<file path="src/rtl/matrix_pkg.sv">
// Shared types and widths for the matrix load controller.
// Holds datapath widths, bank count, FSM state type and a bank decode helper.
package matrix_pkg;

    localparam int DATA_W    = 32;
    localparam int ADDR_W    = 16;
    localparam int NBANK     = 16;
    localparam int BANK_W    = 4;
    localparam int IDX_W     = BANK_W + ADDR_W;
    localparam int MAX_ELEMS = NBANK * (2 ** ADDR_W);

    typedef enum logic [1:0] {
        ST_IDLE = 2'd0,
        ST_LOAD = 2'd1,
        ST_DONE = 2'd2
    } state_t;

    // Bank number to one-hot select / write-enable vector.
    function automatic logic [NBANK-1:0] bank_onehot(
        input logic [BANK_W-1:0] b
    );
        logic [NBANK-1:0] v;
        v    = '0;
        v[b] = 1'b1;
        return v;
    endfunction

endpackage

</file>
<file path="src/rtl/matrix_load_ctl_if.sv">
// Bundle between the element source / datapath and the load controller.
// Ports: start/abort control, s_* element stream, ram_sel/a/din/we RAM
// write port, busy/done/err status. slave = controller view.
interface matrix_load_ctl_if;
    import matrix_pkg::*;

    logic              start;
    logic              abort;
    logic              s_valid;
    logic [DATA_W-1:0] s_data;
    logic              s_last;
    logic              s_ready;
    logic [NBANK-1:0]  ram_sel;
    logic [ADDR_W-1:0] a;
    logic [DATA_W-1:0] din;
    logic [NBANK-1:0]  we;
    logic              busy;
    logic              done;
    logic              err;

    modport master (
        output start, abort, s_valid, s_data, s_last,
        input  s_ready, ram_sel, a, din, we, busy, done, err
    );

    modport slave (
        input  start, abort, s_valid, s_data, s_last,
        output s_ready, ram_sel, a, din, we, busy, done, err
    );

endinterface

</file>
<file path="src/rtl/matrix_idx_ctr.sv">
// Element index counter: bank in the top bits, row address below.
// Ports: CLK, RST_L, clr, inc in; idx (20 bits), tc (idx at last element) out.
module matrix_idx_ctr
    import matrix_pkg::*;
#(
    parameter int TOTAL = 1024 * 1024
) (
    input  logic             CLK,
    input  logic             RST_L,
    input  logic             clr,
    input  logic             inc,
    output logic [IDX_W-1:0] idx,
    output logic             tc
);

    localparam logic [IDX_W-1:0] LAST = IDX_W'(TOTAL - 1);

    always_ff @(posedge CLK) begin
        if (!RST_L) begin
            idx <= '0;
        end else if (clr) begin
            idx <= '0;
        end else if (inc) begin
            idx <= idx + IDX_W'(1);
        end
    end

    assign tc = (idx == LAST);

endmodule

</file>
<file path="src/rtl/matrix_load_ctl.sv">
// Streams a row-major matrix into 16 banked RAMs, one element per cycle.
// Ports: CLK, RST_L (sync, active-low), bus (slave modport of the bundle).
module matrix_load_ctl
    import matrix_pkg::*;
#(
    parameter int ROWS = 1024,
    parameter int COLS = 1024
) (
    input  logic                CLK,
    input  logic                RST_L,
    matrix_load_ctl_if.slave    bus
);

    localparam int TOTAL = ROWS * COLS;

    if (TOTAL < 1 || TOTAL > MAX_ELEMS) begin : g_size_chk
        $error("matrix_load_ctl: ROWS*COLS out of range");
    end

    state_t            state;
    state_t            state_nxt;
    logic              clr;
    logic              fire;
    logic              wr;
    logic              tc;
    logic [IDX_W-1:0]  idx;

    logic [NBANK-1:0]  we_q;
    logic [NBANK-1:0]  sel_q;
    logic [ADDR_W-1:0] a_q;
    logic [DATA_W-1:0] din_q;
    logic              err_q;

    assign fire = bus.s_valid && (state == ST_LOAD);
    // A beat taken in the abort cycle is dropped, not written.
    assign wr   = fire && !bus.abort;

    matrix_idx_ctr #(
        .TOTAL (TOTAL)
    ) u_idx (
        .CLK   (CLK),
        .RST_L (RST_L),
        .clr   (clr),
        .inc   (wr),
        .idx   (idx),
        .tc    (tc)
    );

    always_ff @(posedge CLK) begin
        if (!RST_L) begin
            state <= ST_IDLE;
        end else begin
            state <= state_nxt;
        end
    end

    always_comb begin
        state_nxt = state;
        clr       = 1'b0;
        unique case (state)
            ST_IDLE: begin
                if (bus.start && !bus.abort) begin
                    state_nxt = ST_LOAD;
                    clr       = 1'b1;
                end
            end
            ST_LOAD: begin
                if (bus.abort) begin
                    state_nxt = ST_IDLE;
                end else if (fire && tc) begin
                    state_nxt = ST_DONE;
                end
            end
            ST_DONE: begin
                state_nxt = ST_IDLE;
            end
            default: begin
                state_nxt = ST_IDLE;
            end
        endcase
    end

    // Write port is registered; address/data/select hold between beats.
    always_ff @(posedge CLK) begin
        if (!RST_L) begin
            we_q  <= '0;
            sel_q <= '0;
            a_q   <= '0;
            din_q <= '0;
        end else if (wr) begin
            we_q  <= bank_onehot(idx[IDX_W-1:ADDR_W]);
            sel_q <= bank_onehot(idx[IDX_W-1:ADDR_W]);
            a_q   <= idx[ADDR_W-1:0];
            din_q <= bus.s_data;
        end else begin
            we_q  <= '0;
        end
    end

    // Framing error: s_last must coincide exactly with the final element.
    always_ff @(posedge CLK) begin
        if (!RST_L) begin
            err_q <= 1'b0;
        end else if (clr) begin
            err_q <= 1'b0;
        end else if (wr && (bus.s_last != tc)) begin
            err_q <= 1'b1;
        end
    end

    assign bus.s_ready = (state == ST_LOAD);
    assign bus.busy    = (state == ST_LOAD);
    assign bus.done    = (state == ST_DONE);
    assign bus.err     = err_q;
    assign bus.we      = we_q;
    assign bus.ram_sel = sel_q;
    assign bus.a       = a_q;
    assign bus.din     = din_q;

endmodule

</file>
<file path="src/flat_wrapper.sv">
// flat-port wrapper written by rule: the top's interface ports become plain ports
module matrix_load_ctl_flat import matrix_pkg::*;
#(
    parameter int ROWS = 1024,
    parameter int COLS = 1024
)
  (CLK, RST_L, bus_start, bus_abort, bus_s_valid, bus_s_data, bus_s_last, bus_s_ready, bus_ram_sel, bus_a, bus_din, bus_we, bus_busy, bus_done, bus_err);
  matrix_load_ctl_if bus_i ();
  input  logic CLK;
  input  logic RST_L;
  input wire logic [$bits(bus_i.start)-1:0] bus_start;
  input wire logic [$bits(bus_i.abort)-1:0] bus_abort;
  input wire logic [$bits(bus_i.s_valid)-1:0] bus_s_valid;
  input wire logic [$bits(bus_i.s_data)-1:0] bus_s_data;
  input wire logic [$bits(bus_i.s_last)-1:0] bus_s_last;
  output wire logic [$bits(bus_i.s_ready)-1:0] bus_s_ready;
  output wire logic [$bits(bus_i.ram_sel)-1:0] bus_ram_sel;
  output wire logic [$bits(bus_i.a)-1:0] bus_a;
  output wire logic [$bits(bus_i.din)-1:0] bus_din;
  output wire logic [$bits(bus_i.we)-1:0] bus_we;
  output wire logic [$bits(bus_i.busy)-1:0] bus_busy;
  output wire logic [$bits(bus_i.done)-1:0] bus_done;
  output wire logic [$bits(bus_i.err)-1:0] bus_err;
  assign bus_i.start = bus_start;
  assign bus_i.abort = bus_abort;
  assign bus_i.s_valid = bus_s_valid;
  assign bus_i.s_data = bus_s_data;
  assign bus_i.s_last = bus_s_last;
  assign bus_s_ready = bus_i.s_ready;
  assign bus_ram_sel = bus_i.ram_sel;
  assign bus_a = bus_i.a;
  assign bus_din = bus_i.din;
  assign bus_we = bus_i.we;
  assign bus_busy = bus_i.busy;
  assign bus_done = bus_i.done;
  assign bus_err = bus_i.err;
  matrix_load_ctl #(.ROWS(ROWS), .COLS(COLS)) u_core (.CLK(CLK), .RST_L(RST_L), .bus(bus_i));
endmodule
</file>
<file path="config.mk">
export PLATFORM = sky130hd
export DESIGN_NAME = matrix_load_ctl_flat
export DESIGN_NICKNAME = d
export VERILOG_FILES = /design/src/rtl/matrix_pkg.sv /design/src/rtl/matrix_load_ctl_if.sv /design/src/rtl/matrix_idx_ctr.sv /design/src/rtl/matrix_load_ctl.sv /design/src/flat_wrapper.sv
export SDC_FILE = /design/constraint.sdc
export NUM_CORES = 1
export LEC_CHECK = 0
export BUFFER_PORTS_ARGS = -buffer_cell sky130_fd_sc_hd__buf_2
export CAP_MARGIN = 20
export CELL_PAD_IN_SITES_DETAIL_PLACEMENT = 2
export CELL_PAD_IN_SITES_GLOBAL_PLACEMENT = 2
export CORE_AREA = 2 2 120 122
export DETAILED_ROUTE_END_ITERATION = 12
export DIE_AREA = 0 0 122 124
export GPL_TIMING_DRIVEN = 0
export PLACE_DENSITY_LB_ADDON = 0.1
export SYNTH_ARGS = -nofsm -noshare
export SYNTH_HDL_FRONTEND = slang
export SYNTH_HIERARCHICAL = 1
export SYNTH_SLANG_ARGS = --single-unit
</file>
<file path="constraint.sdc">
create_clock -name CLK -period 2.8 [get_ports CLK]
set_clock_uncertainty 0.05 [all_clocks]
set_input_delay 0.42 -clock CLK [delete_from_list [all_inputs] [get_ports CLK]]
set_output_delay 0.42 -clock CLK [all_outputs]
set_load 0.05 [all_outputs]
</file>
Word-level counts from Yosys, hierarchy flattened
Index checks and enable logic that the tools add are counted.
- shifts and indexed selects: 0
- divide/modulo/power cells: 0
- add/subtract/negate cells: 1
- multipliers: 0
- equal/unequal tests: 6
- magnitude comparators: 2
- reductions and logical operators: 11
- multiplexer cells: 8
- bitwise operators: 1
- operators with widths (kind ; count):
    $add A20 B1 Y20 const B ; 1
    $eq A20 B20 Y1 const B ; 1
    $logic_and A1 B1 Y1 ; 6
    $mux W2 ; 3
    $lt A4 B5 Y1 const B ; 1
    $demux W1 S4 ; 1
    $ge A4 B1 Y1 const B ; 1
    $pmux W2 S2 ; 1
    $reduce_and A2 Y1 ; 2
    $mux W1 ; 3
    $ne A3 B2 Y1 const B ; 1
    $eq A2 B1 Y1 const B ; 1
    $eq A2 B2 Y1 const B ; 1
    $logic_not A2 Y1 ; 1
    $ne A2 B1 Y1 const B ; 1
    $reduce_or A2 Y1 ; 1
    $logic_not A1 Y1 ; 1
    $ne A1 B1 Y1 ; 1
    $not A1 Y1 ; 1
- ROM bits: 0
- word-level logic and storage cells: 36
- RAM bits: 0
- bits in latches: 0
- register bits after elaboration: 103
- output and inout bits: 84
- memories: 0

Depth between registers and ports, before layout
Gate-level depths: netlist (run 1).
- depth in word-level cells: 6
- depth in mapped cells: 8

By module
Netlist (run 1), hierarchy kept.
- modules (own cells, without submodules) (module ; area an instance (µm²) ; sequential area each (µm²) ; instances ; cells each):
    matrix_load_ctl ; 3139.3 ; 1661.6 ; 1 ; 343
    matrix_idx_ctr ; 937.1 ; 400.4 ; 1 ; 108

Worst setup path after synthesis (run 1)
No wires, ideal clock.
- kind: input -> register
- from: in bus_abort
- to: reg u_core.u_idx.idx[16]
- required time: 2.679 ns
- library setup time: 0.071 ns
- arrival time: 2.154 ns
- slack: 0.526 ns
- stages on the path: 8
- cell sequence: nand4bb_2 -> clkinv_2 -> buf_4 -> clkbuf_8 -> nand4_2 -> or4_4 -> or3_1 -> a21oi_1
- RTL lines (what ; RTL line ; text):
    start, declared ; flat_wrapper.sv:12 ; input wire logic [$bits(bus_i.abort)-1:0] bus_abort;
    $logic_not A1 Y1 ; matrix_load_ctl.sv:36 ; assign wr = fire && !bus.abort;
    $logic_and A1 B1 Y1 ; matrix_load_ctl.sv:36 ;
    via u_core.wr ; matrix_load_ctl.sv:24 ; logic wr;
    end signal, assigned ; matrix_idx_ctr.sv:24 ; idx <= idx + IDX_W'(1);
    end, declared ; matrix_idx_ctr.sv:12 ; output logic [IDX_W-1:0] idx,
The timed path passes the listed nets, and every way through them passes these cells.
A chain may end at the register's enable or synchronous reset.

Worst setup path in the final report (run 1)
- from: reg u_core.state[0]
- to: reg u_core.u_idx.idx[17]
- word-level cells in the longest chain between the ends: 3
- ends and longest elaborated chain (what ; RTL line ; text):
    start, declared ; matrix_load_ctl.sv:20 ; state_t state;
    start signal, assigned ; matrix_load_ctl.sv:53 ; state <= state_nxt;
    $eq A2 B1 Y1 ; matrix_load_ctl.sv:34 ; assign fire = bus.s_valid && (state == ST_LOAD);
    $logic_and A1 B1 Y1 ; matrix_load_ctl.sv:34 ;
    $logic_and A1 B1 Y1 ; matrix_load_ctl.sv:36 ;
    via u_core.wr ; matrix_load_ctl.sv:24 ;
The timed path passes the listed nets, and every way through them passes these cells.

==> reports/results.ini, run 1 <==
[synth]
synth_nets=490
synth_edf_count=0
synth_area_um2=4080
seq_area_frac_synth_pct=50.6
synthArstFlopShare_pct=0
yosys_warnings=6
ys_ff_latch=103
syn_inst=451
ys_types=42
ys.flop_type=dfxtp_1
syn_area_per_cell_um2=9.04

[cells_and_area]
register_area_um2=2060
fill_cells=1585
drive_gt1_share_pct=30.2
fin_nets=622
areaGrowthSynthToFinish_pct=27.4
finish.utilization_pct=37.9
instances_no_fill=766
multi_input_area_um2=1790
diodes=0
final_cell_mix=124 x buf_2, 109 x nand2_1, 103 x dfxtp_1
final_common_cell=buf_2

[floorplan]
dieArea_um2=15100
rows=43
ios=122
die_h_um=124
design.core.area_um2=13700
die_x_um=122
initial_core_util_pct=29.7

[clock_tree]
clockRootBuffer=clkbuf_16
cts_repair_resize_count=0
post_cts_buffers=0
clkTransAtPathRegs_ns=0.07
cts_buffer_depth=2
cts_tree=yes
clk_latency_ns=0.34
cts_hold_buf=0
cts.sinks=103
htree_num_levels=3
numCtsBuffers=9

[worst_setup_path]
critPathCapture=u_core/u_idx/idx[17]
critical_path.slowest_cell=nor4_1
crit_path_end_kind=flop
critPathKind=reg2reg
startpoint_type=flop
r2r-start=u_core/state[0]
reg2reg_slack_ns=0.32
worst_ep_arrival_time_ns=2.71
cp.depth=8
path_cells=nand4bb_2 > clkinv_2 > buf_4 > clkbuf_8 > nand4_1 > nor4_1 > or3b_1 > a21oi_1
max_stage_delay_ns=0.49
crit_family=simple AND/OR/NAND/NOR gates
required_ns=3.02
crit_start=u_core/state[0]
path_buf_inv=3
rr_endpoint=u_core/u_idx/idx[17]
cp_max_fo=10
reg2regPathDepth=8

[power]
ir_worst_vdd_mv=0.218
pwr_density_cell_nw_per_um2=553
leakagePower_nw=2.06

[drt]
drtPass1Iterations=4
routed_wl_mm=12.2
drtIter0Drc=77
drcViolationCount=0
avgRoutedWirePerCell_um=15.9
ant_nets=0
viasPerCell=4.69
vias=3595

[placement]
dp.cells=752
io_buffers=121
hpwlAfterDp_mm=9.37
gp_congestion=0.737

[global_route]
grt_first_pass_wirelength_mm=19.5
grt_max_degree=16
first_global_vias=3773
grt_antenna_before_repair=2
grtUsageTotal_pct=16.7
grt_overflow_total=0

[timing]
finalCritPeriodShare_pct=88.7
relSlewSlack_pct=57.2
finalSetupViolCount=0
hold_viol=0
timing.fmax_mhz=403
grt_setup_unrepaired=no
drv_slew=0
setup_tns_ns=0
worst_pin_slew_ns=0.636
period_needed_ns=2.48

[run]
cap_viol_max_count=0

[min_path]
hold_path_class=in2reg

[status]
status=finished clean

synth_stat cells (2+ instances only):
master	n	area share, %
buf_2	3	0.37
a21boi_1	28	5.2
nor2_1	30	2.8
buf_6	2	0.55
a21boi_2	10	2.8
buf_4	6	1.1
nand4_1	9	1.4
inv_1	3	0.28
nand2b_1	3	0.46
buf_8	2	0.74
a21oi_1	6	0.74
nor2b_1	7	1.1
o21ai_0	5	0.61
nand2_1	109	10
xor2_1	4	0.86
a21boi_0	26	4.8
dfxtp_1	103	51
nor4_1	5	0.77
or4_1	2	0.37
nand3_1	25	3.1
nand2_2	10	1.5
clkbuf_1	11	1.0
buf_12	2	0.98
nor3_1	7	0.86
or3_1	5	0.77
xnor2_1	11	2.4
nor3b_1	2	0.37
registers in the layout, summed over array words and instances, names as in the netlist:
signal              flops
u_core/bus.we          16
u_core/bus.a           16
u_core/bus.err          1
u_core/u_idx/idx       20
u_core/bus.ram_sel     16
u_core/bus.din         32
u_core/state            2
worst min-delay path by stage:
stage	startpoint	cells past startpoint	end	slack (ns)
2_1_floorplan	u_core/state[1]	1	u_core/state[0]	0.41
3_3_place_gp	u_core/bus.ram_sel[12]	2	u_core/bus.ram_sel[12]	0.39
3_5_place_dp	u_core/bus.ram_sel[12]	2	u_core/bus.ram_sel[12]	0.39
4_1_cts	bus_s_data[12]	3	u_core/bus.din[12]	0.24
5_1_grt	bus_s_data[17]	3	u_core/bus.din[17]	0.24
6_report	bus_s_data[21]	3	u_core/bus.din[21]	0.25
tightest hold or removal path: stages:
cell      delay [ns]
buf_2           0.10
nand2_1         0.05
a21boi_1        0.05
power breakdown:
group	internal, mW	switching, mW
clock	0.705	0.542
combinational	0.0572	0.0895
sequential	1.47	0.00518
total	2.23	0.636
stage by stage:
stage          hold slack, ns  setup slack (ns)  cell area (µm²)  total power [mW]
2_1_floorplan           0.412             0.526             4080              1.60
3_3_place_gp            0.389             0.147             4910              1.66
3_5_place_dp            0.395            0.0687             4910              1.66
4_1_cts                 0.238             0.268             5190              2.92
5_1_grt                 0.244            0.0612             5190              3.00
6_report                0.253             0.316             5190              2.87
area by class of cell:
type | count | share of cell area, %
sequential | 103 | 39.7
tap | 180 | 4.34
inverter | 4 | 0.313
clock buffer | 10 | 4.60
multi-input combinational | 317 | 34.5
timing repair buffer | 121 | 11.7
buffer | 27 | 4.00
clock inverter | 4 | 0.915
layer usage:
layer  global-route usage [%]  vias to the layer above  wire [µm]
met1                     19.5                     1741       5240
met3                     5.45                       10        771
met2                     29.0                       76       6050
li1                         -                     1766          -
met4                     5.39                        2        143
met5                        0                        -         11
cell families (layout without fill, tap and decap cells):
| logic type | after synthesis | after routing | share of synthesized area [%] |
|---|---|---|---|
| DFF | 103 | 103 | 50.6 |
| and+or+nand+nor | 224 | 224 | 25.9 |
| xor gates and xnor gates | 15 | 15 | 3.22 |
| AOI/OAI and AO/OA | 76 | 76 | 14.3 |
| buffers and inverters | 31 | 166 | 5.49 |
| muxes | 1 | 1 | 0.246 |
| adders and majority gates | 1 | 1 | 0.307 |
Note: power is estimated with default switching activity, not from simulation.
==> run 2: changes to the inputs <==
--- a/config.mk
+++ b/config.mk
@@ -14,6 +14,7 @@
 export DIE_AREA = 0 0 122 124
 export GPL_TIMING_DRIVEN = 0
 export PLACE_DENSITY_LB_ADDON = 0.1
+export RECOVER_POWER = 50
 export SYNTH_ARGS = -nofsm -noshare
 export SYNTH_HDL_FRONTEND = slang
 export SYNTH_HIERARCHICAL = 1
==> run 2 against run 1 <==
  * Cell area is 2.0% lower
  * Sequential power hardly changed
  * Critical path depth stayed put
  * Highest routed layer unchanged
  * Clock power hardly changed
  * Combinational power is 4% lower
==> reports/results.ini, run 2 (synthesized netlist as in run 1, its figures left out) <==
[worst_setup_path]
reg2reg_slack_ns=0.33
worst_ep_arrival_time_ns=2.69
startpoint_type=flop
crit_path_end_kind=flop
critical_path.slowest_cell=nor4_1
critPathKind=reg2reg
rr_endpoint=u_core/u_idx/idx[17]
crit_family=simple AND/OR/NAND/NOR gates
r2r-start=u_core/state[0]
path_cells=nand4bb_2 > clkinv_2 > buf_4 > clkbuf_8 > nand4_1 > nor4_1 > or3b_1 > a21oi_1
path_buf_inv=3
cp_max_fo=10
reg2regPathDepth=8
max_stage_delay_ns=0.49
required_ns=3.02

[floorplan]
design.core.area_um2=13700
ios=122
initial_core_util_pct=29.7
die_h_um=124
dieArea_um2=15100
die_x_um=122
rows=43

[timing]
grt_setup_unrepaired=no
period_needed_ns=2.47
whs_ns=0.253
hold_viol=0
finalSetupViolCount=0
finalCritPeriodShare_pct=88.2
timing.fmax_mhz=405
setup_tns_ns=0
worst_pin_slew_ns=0.622
relSlewSlack_pct=58.1
drv_slew=0

[clock_tree]
clkTransAtPathRegs_ns=0.07
cts_buffer_depth=2
numCtsBuffers=9
post_cts_buffers=0
clockRootBuffer=clkbuf_16
cts_tree=yes
cts_hold_buf=0
clk_latency_ns=0.34
cts.sinks=103
htree_num_levels=3
cts_repair_resize_count=0

[global_route]
grtUsageTotal_pct=16.7
first_global_vias=3773
met3_usage_pct=5.45
use_met1_pct=19.5
grt_antenna_before_repair=2
grt.busiest_layer=met2
grtUsageMet2_pct=29.0
grt_max_degree=16
grt_overflow_total=0
grt_first_pass_wirelength_mm=19.5

[placement]
gp_congestion=0.737
dpl-instance-area_um2=4910
hpwlAfterDp_mm=9.37
io_buffers=121
dp.cells=752

[drt]
drtIter0Drc=72
routed_wl_mm=12.2
viasPerCell=4.70
drtPass1Iterations=4
drcViolationCount=0
ant_nets=0
avgRoutedWirePerCell_um=15.9
vias=3600

[power]
pwr_density_cell_nw_per_um2=563
leakagePower_nw=1.85
ir_worst_vdd_mv=0.218

[min_path]
min_path_cells=3
min_to=u_core/bus.din[9]
hold_path_class=in2reg
min_from=bus_s_data[9]

[cells_and_area]
areaGrowthSynthToFinish_pct=24.9
fin_nets=622
design_area_um2=5090
drive_gt1_share_pct=21.0
diodes=0
final_common_cell=nand2_1
final_cell_mix=109 x nand2_1, 103 x dfxtp_1, 82 x buf_2
instances_no_fill=766
largest_reg_flops=32
fill_cells=1620

[status]
status=finished clean

[run]
cap_viol_max_count=0

[run 2: worst max-delay path by stage]
stage	slack [ns]	startpoint	cells past startpoint	endpoint
floorplan	0.53	bus_abort	8	u_core/u_idx/idx[16]
global placement	0.15	bus_abort	9	u_core/u_idx/idx[17]
detailed placement	0.07	bus_abort	9	u_core/u_idx/idx[17]
CTS	0.27	u_core/state[0]	8	u_core/u_idx/idx[17]
global route	0.08	u_core/state[0]	8	u_core/u_idx/idx[17]
finish	0.33	u_core/state[0]	8	u_core/u_idx/idx[17]
[run 2: final cells by class]
cell class | count | area, µm² | share of cell area [%]
flip-flops and latches | 103 | 2060 | 40.5
multi-input cells | 317 | 1760 | 34.6
repair buffers | 121 | 557 | 10.9
clock buffers | 10 | 239 | 4.69
well taps | 180 | 225 | 4.42
plain buffers | 27 | 185 | 3.64
clock inverters | 4 | 47.5 | 0.934
inverters | 4 | 16.3 | 0.319
[run 2: power by group]
group / switching (mW) / leakage [nW] / internal, mW / total, mW
Clock: 0.541 / 0.140 / 0.705 / 1.25
Sequential: 0.00533 / 0.830 / 1.47 / 1.48
Combinational: 0.0886 / 0.883 / 0.0527 / 0.141
Total: 0.635 / 1.85 / 2.23 / 2.87
[run 2: tightest hold or removal path, stage by stage]
cell      delay [ns]
buf_2           0.10
nand2_2         0.05
a21boi_2        0.04
[run 2: metal layers]
metal,share of wire (%),vias up,routed length (µm)
met5,0.13,-,16
met4,1.2,2,152
met3,6.4,12,777
met2,49,78,6040
met1,43,1741,5230
li1,-,1767,-
[run 2: per-stage QoR]
| step | setup slack, ns | power (mW) | utilization, % |
|---|---|---|---|
| floorplan | 0.526 | 1.60 | - |
| global placement | 0.147 | 1.66 | 35.8 |
| detailed placement | 0.0687 | 1.66 | 35.8 |
| CTS | 0.268 | 2.92 | 37.9 |
| global route | 0.0803 | 2.99 | 37.1 |
| finish | 0.332 | 2.87 | 37.1 |
==> run 3: changes to the inputs <==
==> constraint.sdc (replaced) <==
create_clock -name CLK -period 2.8 [get_ports CLK]
set_clock_uncertainty 0.05 [all_clocks]
set_input_delay 0.28 -clock CLK [delete_from_list [all_inputs] [get_ports CLK]]
set_output_delay 0.28 -clock CLK [all_outputs]
set_load 0.05 [all_outputs]
==> run 3 against run 2 <==
  * Clock-buffer cell count stayed put
  * Final cell count stayed put
  * Sequential share of layout area rose by 0.13 points
  * Wire length increased by 0.27%
  * First-iteration DRC count down 11%
  * Total power up 0.11%
  * Fmax increased by 0.13%
  * Setup slack better by 0.0033 ns
  * Critical path type unchanged
==> reports/results.ini, run 3 (synthesized netlist as in run 1, its figures left out) <==
[drt]
viasPerCell=4.70
routed_wl_mm=12.2
vias=3603
drtIter0Drc=64
avgRoutedWirePerCell_um=16.0
ant_nets=0
drtPass1Iterations=4
drcViolationCount=0

[cells_and_area]
register_area_um2=2060
areaGrowthSynthToFinish_pct=24.5
multi_input_area_um2=1790
diodes=0
finish.utilization_pct=37.0
largest_reg_flops=32
fill_cells=1627
design_area_um2=5080
final_cell_mix=109 x nand2_1, 103 x dfxtp_1, 96 x clkbuf_1
drive_gt1_share_pct=15.7
final_common_cell=nand2_1
fin_nets=622

[run]
cap_viol_max_count=0

[global_route]
grt_first_pass_wirelength_mm=19.5
first_global_vias=3773
grt_overflow_total=0
grtUsageTotal_pct=16.7
grt_antenna_before_repair=2
grt_max_degree=16

[clock_tree]
numCtsBuffers=9
clkTransAtPathRegs_ns=0.07
cts_tree=yes
cts.sinks=103
htree_num_levels=3
cts_hold_buf=0
post_cts_buffers=0
cts_buffer_depth=2
cts_repair_resize_count=0
clk_latency_ns=0.34
clockRootBuffer=clkbuf_16

[power]
leakagePower_nw=1.69
ir_worst_vdd_mv=0.221
pwr_density_cell_nw_per_um2=565

[worst_setup_path]
max_stage_delay_ns=0.49
reg2regPathDepth=8
rr_endpoint=u_core/u_idx/idx[17]
crit_family=simple AND/OR/NAND/NOR gates
reg2reg_slack_ns=0.33
required_ns=3.02
r2r-start=u_core/state[0]
path_cells=nand4bb_2 > clkinv_2 > buf_4 > clkbuf_8 > nand4_1 > nor4_1 > or3b_1 > a21oi_1
critPathCapture=u_core/u_idx/idx[17]
startpoint_type=flop
crit_start=u_core/state[0]
critPathKind=reg2reg
worst_ep_arrival_time_ns=2.69
path_buf_inv=3
cp.depth=8
crit_path_end_kind=flop
critical_path.slowest_cell=nor4_1
cp_max_fo=10

[timing]
worst_pin_slew_ns=0.658
period_needed_ns=2.47
finalSetupViolCount=0
drv_slew=0
grt_setup_unrepaired=no
finalCritPeriodShare_pct=88.0
hold_viol=0
setup_tns_ns=0
timing.fmax_mhz=406
relSlewSlack_pct=56.3

[floorplan]
rows=43
die_x_um=122
die_h_um=124
design.core.area_um2=13700
initial_core_util_pct=29.7
dieArea_um2=15100
ios=122

[min_path]
hold_path_class=in2reg

[placement]
dpl-instance-area_um2=4910
io_buffers=121
gp_congestion=0.737
hpwlAfterDp_mm=9.37

[status]
status=finished clean

## run 3: layout make-up
type / count / share of cell area [%]
Buffer: 27 / 3.77
Clock buffer: 10 / 4.71
Clock inverter: 4 / 0.937
Inverter: 4 / 0.320
Multi-Input combinational cell: 317 / 35.3
Sequential cell: 103 / 40.6
Tap cell: 180 / 4.44
Timing Repair Buffer: 121 / 9.93
## run 3: stage by stage
stage,power [mW],cells,hold slack [ns],setup slack [ns]
after floorplan,1.60,451,0.357,0.633
after global placement,1.66,752,0.389,0.287
after detailed placement,1.66,752,0.395,0.209
after CTS,2.92,766,0.0979,0.268
after global routing,2.99,766,0.104,0.0803
final,2.87,766,0.112,0.335
## run 3: worst min-delay path by stage
stage / cells after the start / to / slack, ns / startpoint
after floorplan: 2 / u_core/bus.din[10] / 0.36 / bus_s_data[10]
final: 3 / u_core/bus.din[21] / 0.11 / bus_s_data[21]
after CTS: 3 / u_core/bus.din[12] / 0.1 / bus_s_data[12]
after global routing: 3 / u_core/bus.din[17] / 0.10 / bus_s_data[17]
after detailed placement: 2 / u_core/bus.ram_sel[12] / 0.39 / u_core/bus.ram_sel[12]
after global placement: 2 / u_core/bus.ram_sel[12] / 0.39 / u_core/bus.ram_sel[12]
## run 3: power breakdown
group | total [mW] | internal, mW | switching (mW) | leakage, nW
Clock | 1.25 | 0.705 | 0.542 | 0.140
Sequential | 1.48 | 1.47 | 0.00543 | 0.830
Combinational | 0.144 | 0.0541 | 0.0894 | 0.719
Total | 2.87 | 2.23 | 0.637 | 1.69
## run 3: routing by layer
metal  vias up  GRT usage (%)  wire (µm)
li1       1769              -          -
met1      1746           19.5       5270
met3        10           5.45        776
met5         -              0         11
met4         2           5.39        143
met2        76           29.0       6050
## run 3: worst reg2reg max path, stage by stage (launching register included)
cell       delay [ns]
dfxtp_1          0.44
nand4bb_2        0.17
clkinv_2         0.12
buf_4            0.20
clkbuf_8         0.19
nand4_1          0.20
nor4_1           0.50
or3b_1           0.39
a21oi_1          0.14
